`src/rtl/fetch_unit.sv`:
```
// fetch_unit -- instruction fetch stage.
//
// Holds the fetch PC and keeps at most one bus read outstanding. Returned words go into a
// small prefetch FIFO, so fetching continues while decode is stalled. The oldest buffered
// entry is shown to decode.
//
// A redirect (branch, trap or mret) does three things: it clears the FIFO, loads the new PC,
// and discards any response that is still in flight. The bus request itself is never withdrawn.
//
// Optional feature macro: FETCH_MISALIGN_TRAP_EN.
//   Defined   : a misaligned redirect target makes no bus request. Instead one marker entry
//               {target, 32'h13} is pushed with misaligned_decode=1, and fetching halts until
//               the next redirect.
//   Undefined : redirect_address[1:0] is forced to zero.
//
// Ports:
//   clk, reset            clock; asynchronous active-low reset
//   fetch_request/address read request to the bus interface (held until fetch_ready)
//   fetch_ready/data      one-cycle completion pulse with the returned word
//   stall                 decode cannot accept this cycle
//   redirect_valid/addr   control-flow change and new PC
//   valid_decode, pc_decode, next_pc_decode, instruction_decode  FIFO head to decode
//   misaligned_decode     (macro only) head entry is a misaligned-target marker
module fetch_unit #(
  parameter logic [31:0] RESET_VECTOR = 32'h0000_0000,
  parameter int unsigned FIFO_DEPTH   = 2
) (
  input  logic        clk,
  input  logic        reset,
  output logic        fetch_request,
  output logic [31:0] fetch_address,
  input  logic        fetch_ready,
  input  logic [31:0] fetch_data,
  input  logic        stall,
  input  logic        redirect_valid,
  input  logic [31:0] redirect_address,
  output logic        valid_decode,
  output logic [31:0] pc_decode,
  output logic [31:0] next_pc_decode,
  output logic [31:0] instruction_decode
`ifdef FETCH_MISALIGN_TRAP_EN
  ,
  output logic        misaligned_decode
`endif
);

  // FIFO_DEPTH is 2 or 4, so the pointers wrap naturally.
  localparam int unsigned PW = (FIFO_DEPTH > 2) ? 2 : 1;
  localparam int unsigned CW = PW + 1;
  localparam logic [CW-1:0] DepthC = CW'(FIFO_DEPTH);
  localparam logic [31:0] NopInstr = 32'h0000_0013;

  typedef enum logic [1:0] {StIdle, StWait, StDrop} state_e;

  state_e        r_state;
  logic [31:0]   r_pc;
  logic [31:0]   r_drop_addr;
  logic [31:0]   r_fifo_pc    [FIFO_DEPTH];
  logic [31:0]   r_fifo_instr [FIFO_DEPTH];
  logic [PW-1:0] r_head;
  logic [PW-1:0] r_tail;
  logic [CW-1:0] r_count;
`ifdef FETCH_MISALIGN_TRAP_EN
  logic [FIFO_DEPTH-1:0] r_fifo_mis;
  logic                  r_halt;
`endif

  logic          w_outstanding;
  logic          w_pop;
  logic          w_push;
  logic          w_halt;
  logic          w_redir_mis;
  logic [31:0]   w_redir_pc;
  logic [CW-1:0] w_count_after_pop;
  logic [CW-1:0] w_count_next;

`ifdef FETCH_MISALIGN_TRAP_EN
  assign w_halt      = r_halt;
  assign w_redir_mis = |redirect_address[1:0];
  assign w_redir_pc  = redirect_address;
`else
  assign w_halt      = 1'b0;
  assign w_redir_mis = 1'b0;
  assign w_redir_pc  = redirect_address & 32'hFFFF_FFFC;
`endif

  // Decode side: the FIFO head is shown directly from the storage registers.
  assign valid_decode       = (r_count != '0);
  assign pc_decode          = r_fifo_pc[r_head];
  assign next_pc_decode     = pc_decode + 32'd4;
  assign instruction_decode = r_fifo_instr[r_head];
`ifdef FETCH_MISALIGN_TRAP_EN
  assign misaligned_decode  = valid_decode & r_fifo_mis[r_head];
`endif

  // Bus side: in DROP the stale address stays on the bus until its response arrives.
  assign w_outstanding = (r_state != StIdle);
  assign fetch_request = w_outstanding;
  assign fetch_address = (r_state == StDrop) ? r_drop_addr : r_pc;

  // A redirect overrides both the pop and the push in the same cycle.
  assign w_pop  = valid_decode & ~stall & ~redirect_valid;
  assign w_push = (r_state == StWait) & fetch_ready & ~redirect_valid;

  assign w_count_after_pop = r_count - {{(CW-1){1'b0}}, w_pop};
  assign w_count_next      = w_count_after_pop + {{(CW-1){1'b0}}, w_push};

  always_ff @(posedge clk or negedge reset) begin
    if (!reset) begin
      r_state     <= StIdle;
      r_pc        <= RESET_VECTOR;
      r_drop_addr <= RESET_VECTOR;
      r_head      <= '0;
      r_tail      <= '0;
      r_count     <= '0;
      for (int i = 0; i < FIFO_DEPTH; i++) begin
        r_fifo_pc[i]    <= '0;
        r_fifo_instr[i] <= '0;
      end
`ifdef FETCH_MISALIGN_TRAP_EN
      r_fifo_mis <= '0;
      r_halt     <= 1'b0;
`endif
    end else if (redirect_valid) begin
      r_pc    <= w_redir_pc;
      r_head  <= '0;
      r_tail  <= '0;
      r_count <= '0;
      if (w_outstanding && !fetch_ready) begin
        // The old response is still coming; its address stays on the bus until it lands.
        r_state <= StDrop;
        if (r_state == StWait) begin
          r_drop_addr <= r_pc;
        end
      end else begin
        r_state <= StWait;
      end
`ifdef FETCH_MISALIGN_TRAP_EN
      r_halt <= w_redir_mis;
      if (w_redir_mis) begin
        r_fifo_pc[0]    <= redirect_address;
        r_fifo_instr[0] <= NopInstr;
        r_fifo_mis[0]   <= 1'b1;
        r_tail          <= PW'(1);
        r_count         <= CW'(1);
        if (!(w_outstanding && !fetch_ready)) begin
          r_state <= StIdle;
        end
      end
`endif
    end else begin
      r_count <= w_count_next;
      if (w_push) begin
        r_fifo_pc[r_tail]    <= r_pc;
        r_fifo_instr[r_tail] <= fetch_data;
`ifdef FETCH_MISALIGN_TRAP_EN
        r_fifo_mis[r_tail]   <= 1'b0;
`endif
        r_tail               <= r_tail + PW'(1);
      end
      if (w_pop) begin
        r_head <= r_head + PW'(1);
      end

      unique case (r_state)
        StIdle: begin
          if ((w_count_after_pop < DepthC) && !w_halt) begin
            r_state <= StWait;
          end
        end
        StWait: begin
          if (fetch_ready) begin
            r_pc <= r_pc + 32'd4;
            if (w_count_next >= DepthC) begin
              r_state <= StIdle;
            end
          end
        end
        StDrop: begin
          if (fetch_ready) begin
            r_state <= w_halt ? StIdle : StWait;
          end
        end
        default: r_state <= StIdle;
      endcase
    end
  end

  // The opcode constant is only referenced by the optional feature.
  logic w_unused;
  assign w_unused = ^{NopInstr, w_redir_mis};

endmodule

```
`config.mk`:
```
export PLATFORM = sky130hd
export DESIGN_NAME = fetch_unit
export DESIGN_NICKNAME = d
export VERILOG_FILES = /design/src/rtl/fetch_unit.sv
export SDC_FILE = /design/constraint.sdc
export NUM_CORES = 1
export LEC_CHECK = 0
export BUFFER_PORTS_ARGS = -buffer_cell sky130_fd_sc_hd__clkbuf_2
export CORE_ASPECT_RATIO = 0.75
export CORE_MARGIN = 2
export CORE_UTILIZATION = 40
export CTS_CLUSTER_SIZE = 8
export DETAILED_ROUTE_END_ITERATION = 7
export GPL_TIMING_DRIVEN = 0
export SLEW_MARGIN = 20
export SYNTH_ARGS = -nofsm -noshare
export SYNTH_HDL_FRONTEND = slang
export SYNTH_SLANG_ARGS = --single-unit
```
`constraint.sdc`:
```
create_clock -name clk -period 4.89 [get_ports clk]
set_clock_uncertainty 0.1 [all_clocks]
set_input_delay 0.978 -clock clk [delete_from_list [all_inputs] [get_ports clk]]
set_output_delay 0.978 -clock clk [all_outputs]
set_load 0.02 [all_outputs]
```
**After elaboration in Yosys (flattened, before gate mapping)**

Cells that the tools add are included.

- $add $sub $neg: 6
- Magnitude comparators: 5
- Equality and inequality tests: 6
- Multiplexer cells: 26
- Bitwise gates (word level): 8
- Reductions and logical operators: 14

Operators with widths:

| cell | number |
|---|---|
| $mux 32 | 11 |
| $bwmux 64 | 2 |
| $add 32x3->32 const B | 2 |
| $demux 32 s1 | 1 |
| $mux 2 | 7 |
| $reduce_bool 2->1 | 6 |
| $ne 3x3->1 const B | 3 |
| $ge 2x2->1 const B | 3 |
| $pmux 2 s3 | 1 |
| $and 1x1->1 | 4 |
| $mux 1 | 4 |
| $not 1->2 | 2 |
| $reduce_and 2->1 | 2 |
| $reduce_and 4->1 | 1 |
| $ne 3x2->1 const B | 1 |
| $reduce_and 3->1 | 1 |
| $add 1x1->1 const B | 2 |
| $add 2x1->2 | 1 |
| $eq 2x1->1 const B | 1 |
| $eq 2x2->1 const B | 1 |
| $logic_and 1x1->1 | 2 |
| $logic_not 2->1 | 1 |
| $lt 2x1->1 const B | 1 |
| $lt 2x2->1 const B | 1 |
| 3 further kinds | 4 |

- Flip-flop bits (word level): 198
- Bits of input ports: 69
- Output and inout bits: 130
- Logic and storage cells: 75

**Depth between registers and ports, before layout**

- Word-level depth: 10
- Mapped depth: 13
- Depth with buffers taken out: 10

**Least setup slack after synthesis**

No wires, ideal clock.

- Kind: flip-flop to output port
- Start point: reg r_head
- End point: out next_pc_decode[24]
- Arrival time: 3.057 ns
- Required time: 3.812 ns
- Setup slack: 0.755 ns
- Stages on the path, launching flop included: 14
- Path buffers: 5
- Cell sequence: dfrtp_1 -> buf_6 -> buf_12 -> buf_6 -> clkbuf_1 -> buf_2 -> mux2i_1 -> inv_1 -> ha_1 -> inv_1 -> a211oi_4 -> nand4_4 -> a211oi_2 -> xor2_1

- Word-level cells in the longest chain between the ends: 5

Ends and longest elaborated chain:

| what | RTL line | RTL |
|---|---|---|
| start: declaration | 60 | `logic [PW-1:0] r_head;` |
| start signal: assignment | 162 | `r_head <= r_head + PW'(1);` |
| $not 1->2 (not written as such) | 89 | `assign pc_decode = r_fifo_pc[r_head];` |
| $mux 32 (not written as such) (3 in a row) | 89 |  |
| named net pc_decode[2] | 38 | `output logic [31:0] pc_decode,` |
| $add 32x3->32 | 90 | `assign next_pc_decode = pc_decode + 32'd4;` |
| end: declaration | 39 | `output logic [31:0] next_pc_decode,` |

The timed path passes the listed nets, and every way through them passes these cells. The select of a mux whose other input is x is not followed.

**Final worst setup path**

- Start point: reg r_head
- End point: out next_pc_decode[26]

- Word-level cells in the longest chain between the ends: 5

Ends and longest elaborated chain:

| what | RTL line |
|---|---|
| $not 1->2 (not written as such) | 89 |
| $mux 32 (not written as such) (3 in a row) | 89 |
| $add 32x3->32 | 90 |

Every way passes these cells. The select of a mux whose other input is x is not followed.

==> impl_metrics.csv <==
group,metric,value,unit
cts,cts_made_buffers,17,
setup_path,critical-path-top-delay-family,"buffers and inverters",
cells_and_area,final_area,11800,sq um
cts,clk_latency,0.44,ns
timing,slew_violations,0,
cells_and_area,final_common_cell,"mux2_2",
route,dr.pass1.iters,5,
setup_path,crit_chain,"buf_6 > buf_12 > buf_6 > mux2i_1 > inv_1 > ha_1 > inv_1 > a211oi_4 > nand4_4 > nor3b_2 > xor2_1 > clkbuf_2",
synth,async_flop_share,100,%
placement,hpwl,18900,um
route,drtIter0Drc,425,
synth,syn_area_per_cell,12.2,sq um
run,drv_cap,0,
setup_path,cp_num_buf_inv,6,
timing,layout_worst_path_cycle_share,91.7,%
cells_and_area,layoutNonFillerInstCount,1354,
synth,syn_area,9750,sq um
route,wl_per_cell,18.5,um
setup_path,cp.arrival,3.40,ns
die,start_util,40.7,%
placement,placedInstanceArea,11200,sq um
cts,clk_path_buf_depth,2,
die,boundaryPins,199,
timing,tns,0,ns
cells_and_area,syn2layout_area_growth,21.1,%
global_route,grt_start_max_net_pins,81,
cells_and_area,drive_gt1_share,50.4,%
timing,setup_ws,0.407,ns
global_route,first_global_vias,6983,
route,num_vias,6973,
timing,setup_viol,0,
pwr,power_frac_comb,39.3,%
synth,synth_top_family_by_area,"multiplexers",
synth,synth_edf_count,0,
pwr,p_seq_share,38.5,%
status,status,"completed",
timing,rsz0062_at_grt,"false",
route,drc_errors,0,
route,drt_wl_total,25100,um
synth,synthXorXnorAreaFrac,5.21,%
synth,synthCells,796,
pwr,p_total,6.64,mW
cts,postCtsHoldBufs,0,
pwr,p_clk_share,22.2,%
synth,synth-compound-area-share,3.75,%
placement,dp.cells,1323,
cells_and_area,utilization,49.3,%
cts,clk_pin_slew_worst_paths,0.07,ns
setup_path,startpoint_type,"flip-flop",
cts,htreeDepth,4,
cts,cts_setup_buffers,0,
cells_and_area,layout_common_cells,"234 x mux2_2, 190 x clkbuf_2, 190 x dfrtp_1, 53 x nand2_1, 34 x o21ai_0",
pwr,swShare,37.5,%
die,core_area,24000,sq um
setup_path,cp-end-kind,"output pin",
hold_path,hold_class,"input port to asynchronous set/reset pin",
placement,portBuffers,189,
timing,period_needed,4.48,ns
timing,finalHoldViolCount,0,
route,ant_nets,0,
synth,dominantRegCellSynth,"dfrtp_1",
pwr,p_int,4.15,mW
timing,fmax,0.223,GHz
global_route,grt_overflow,0,
pwr,ir_drop,0.235,mV
timing,tightest_slew,0.754,ns
cells_and_area,nNetsFinal,1082,
synth,synth_fa_ha_area_share,0.513,%
setup_path,slowest_stage,"dfrtp_1",
setup_path,crit_fanout,28,
cts,root_buffer,"clkbuf_16",
die,dieArea,25700,sq um
die,die_h,139,um
route,vias_per_cell,5.15,
synth,synth-simple-area-share,9.82,%
synth,yosys-mux-area-fraction,28.1,%
setup_path,slowest_delay,0.42,ns
timing,hold_ws,0.390,ns
setup_path,crit_required,3.81,ns
cts,cts_tree,"yes",
pwr,p_leak,5.38,nW
synth,synth_cell_types,53,
cts,post_cts_resize_count,0,
synth,synth_seq_cells,190,
global_route,grt_pass1_wl,40000,um
synth,ys_seq_area_share,48.8,%
global_route,grtUsageTotal,20.4,%
pwr,p_sw,2.49,mW
setup_path,criticalPathCategory,"flip-flop to output pin",
global_route,antenna_found_initial,0,
synth,ys_warn_count,0,
die,fp-row-count,49,
cells_and_area,fill_cells,2201,
placement,gp_routability_congestion,0.821,
die,chipWidth,184,um
placement,dp_slack,0.0959,ns
pwr,powerDensity,562,nW/um^2
cts,clkSinkCount,190,
timing,slew-limit-headroom,49.5,%
final timing paths:
path	slack, ns	cells past startpoint	from	end
setup reg to reg	2.51	4	r_state[1]	r_fifo_pc[54]
min in group clk	0.40	1	r_fifo_instr[7]	r_fifo_instr[7]
hold / removal	0.39	1	reset	r_fifo_instr[14]
setup / recovery	0.41	12	r_head	next_pc_decode[26]
max in group asynchronous	3.52	2	reset	r_pc[12]
hold reg to reg	0.40	1	r_fifo_instr[7]	r_fifo_instr[7]
cell usage after synthesis (3+ instances only):
library cell,number,area [sq um]
mux2_2,234,2640
dfrtp_1,190,4750
nand2_1,53,199
o21ai_0,34,170
xnor2_1,31,272
buf_2,28,140
nand4_1,27,169
xor2_1,27,236
clkbuf_1,18,67.6
nand3_1,18,90.1
inv_1,14,52.6
nor2_1,12,45.0
and3_1,9,56.3
mux2i_1,9,90.1
nor3_1,9,45.0
buf_4,8,60.1
a21oi_1,6,30.0
nand4b_1,6,52.6
nor2b_1,5,31.3
nor4_1,5,31.3
ha_1,4,50.1
a21boi_2,3,33.8
and4_1,3,26.3
nand2b_1,3,18.8
or3_1,3,18.8
power groups by stage:
stage | Sequential, mW | Clock, mW | Combinational [mW]
after floorplan | 2.44 | 0 | 1.89
after global placement | 2.55 | 0 | 2.59
after detailed placement | 2.58 | 0 | 2.63
after CTS | 2.55 | 1.51 | 2.64
after global routing | 2.64 | 1.58 | 2.81
final | 2.55 | 1.47 | 2.61
kinds of logic (layout without fill, tap and decap cells):
kind of cell,count (synthesis),after routing
compound gates,57,57
simple gates,169,169
mux,244,244
flops,190,190
other cells,1,7
buf+inv,73,294
fa+ha+maj,4,4
xor+xnor,58,58
layout make-up:
class                           instances  area, sq um  share of cell area (%)
Sequential cell                       190         4750                    40.3
Multi-Input combinational cell        538         4640                    39.3
Timing Repair Buffer                  191         1010                    8.55
Clock buffer                           19          443                    3.75
Tap cell                              331          414                    3.51
Buffer                                 57          312                    2.64
Clock inverter                         13          178                    1.50
Inverter                               14         52.6                   0.445
Antenna cell                            1         2.50                  0.0212
state kept, by name, indices dropped and copies added (netlist names):
| name | flops |
|---|---|
| r_state | 2 |
| r_tail | 1 |
| r_count | 2 |
| r_drop_addr | 30 |
| r_fifo_pc | 60 |
| r_fifo_instr | 64 |
| r_pc | 30 |
| r_head | 1 |
layer usage:
metal	vias up	wire (um)	global-route usage, %
met3	20	1120	4.03
li1	3267	-	-
met4	0	354	5.39
met2	177	10500	28.8
met1	3509	13100	31.6
met5	-	0	0
Power figures use the tool's default switching activity.
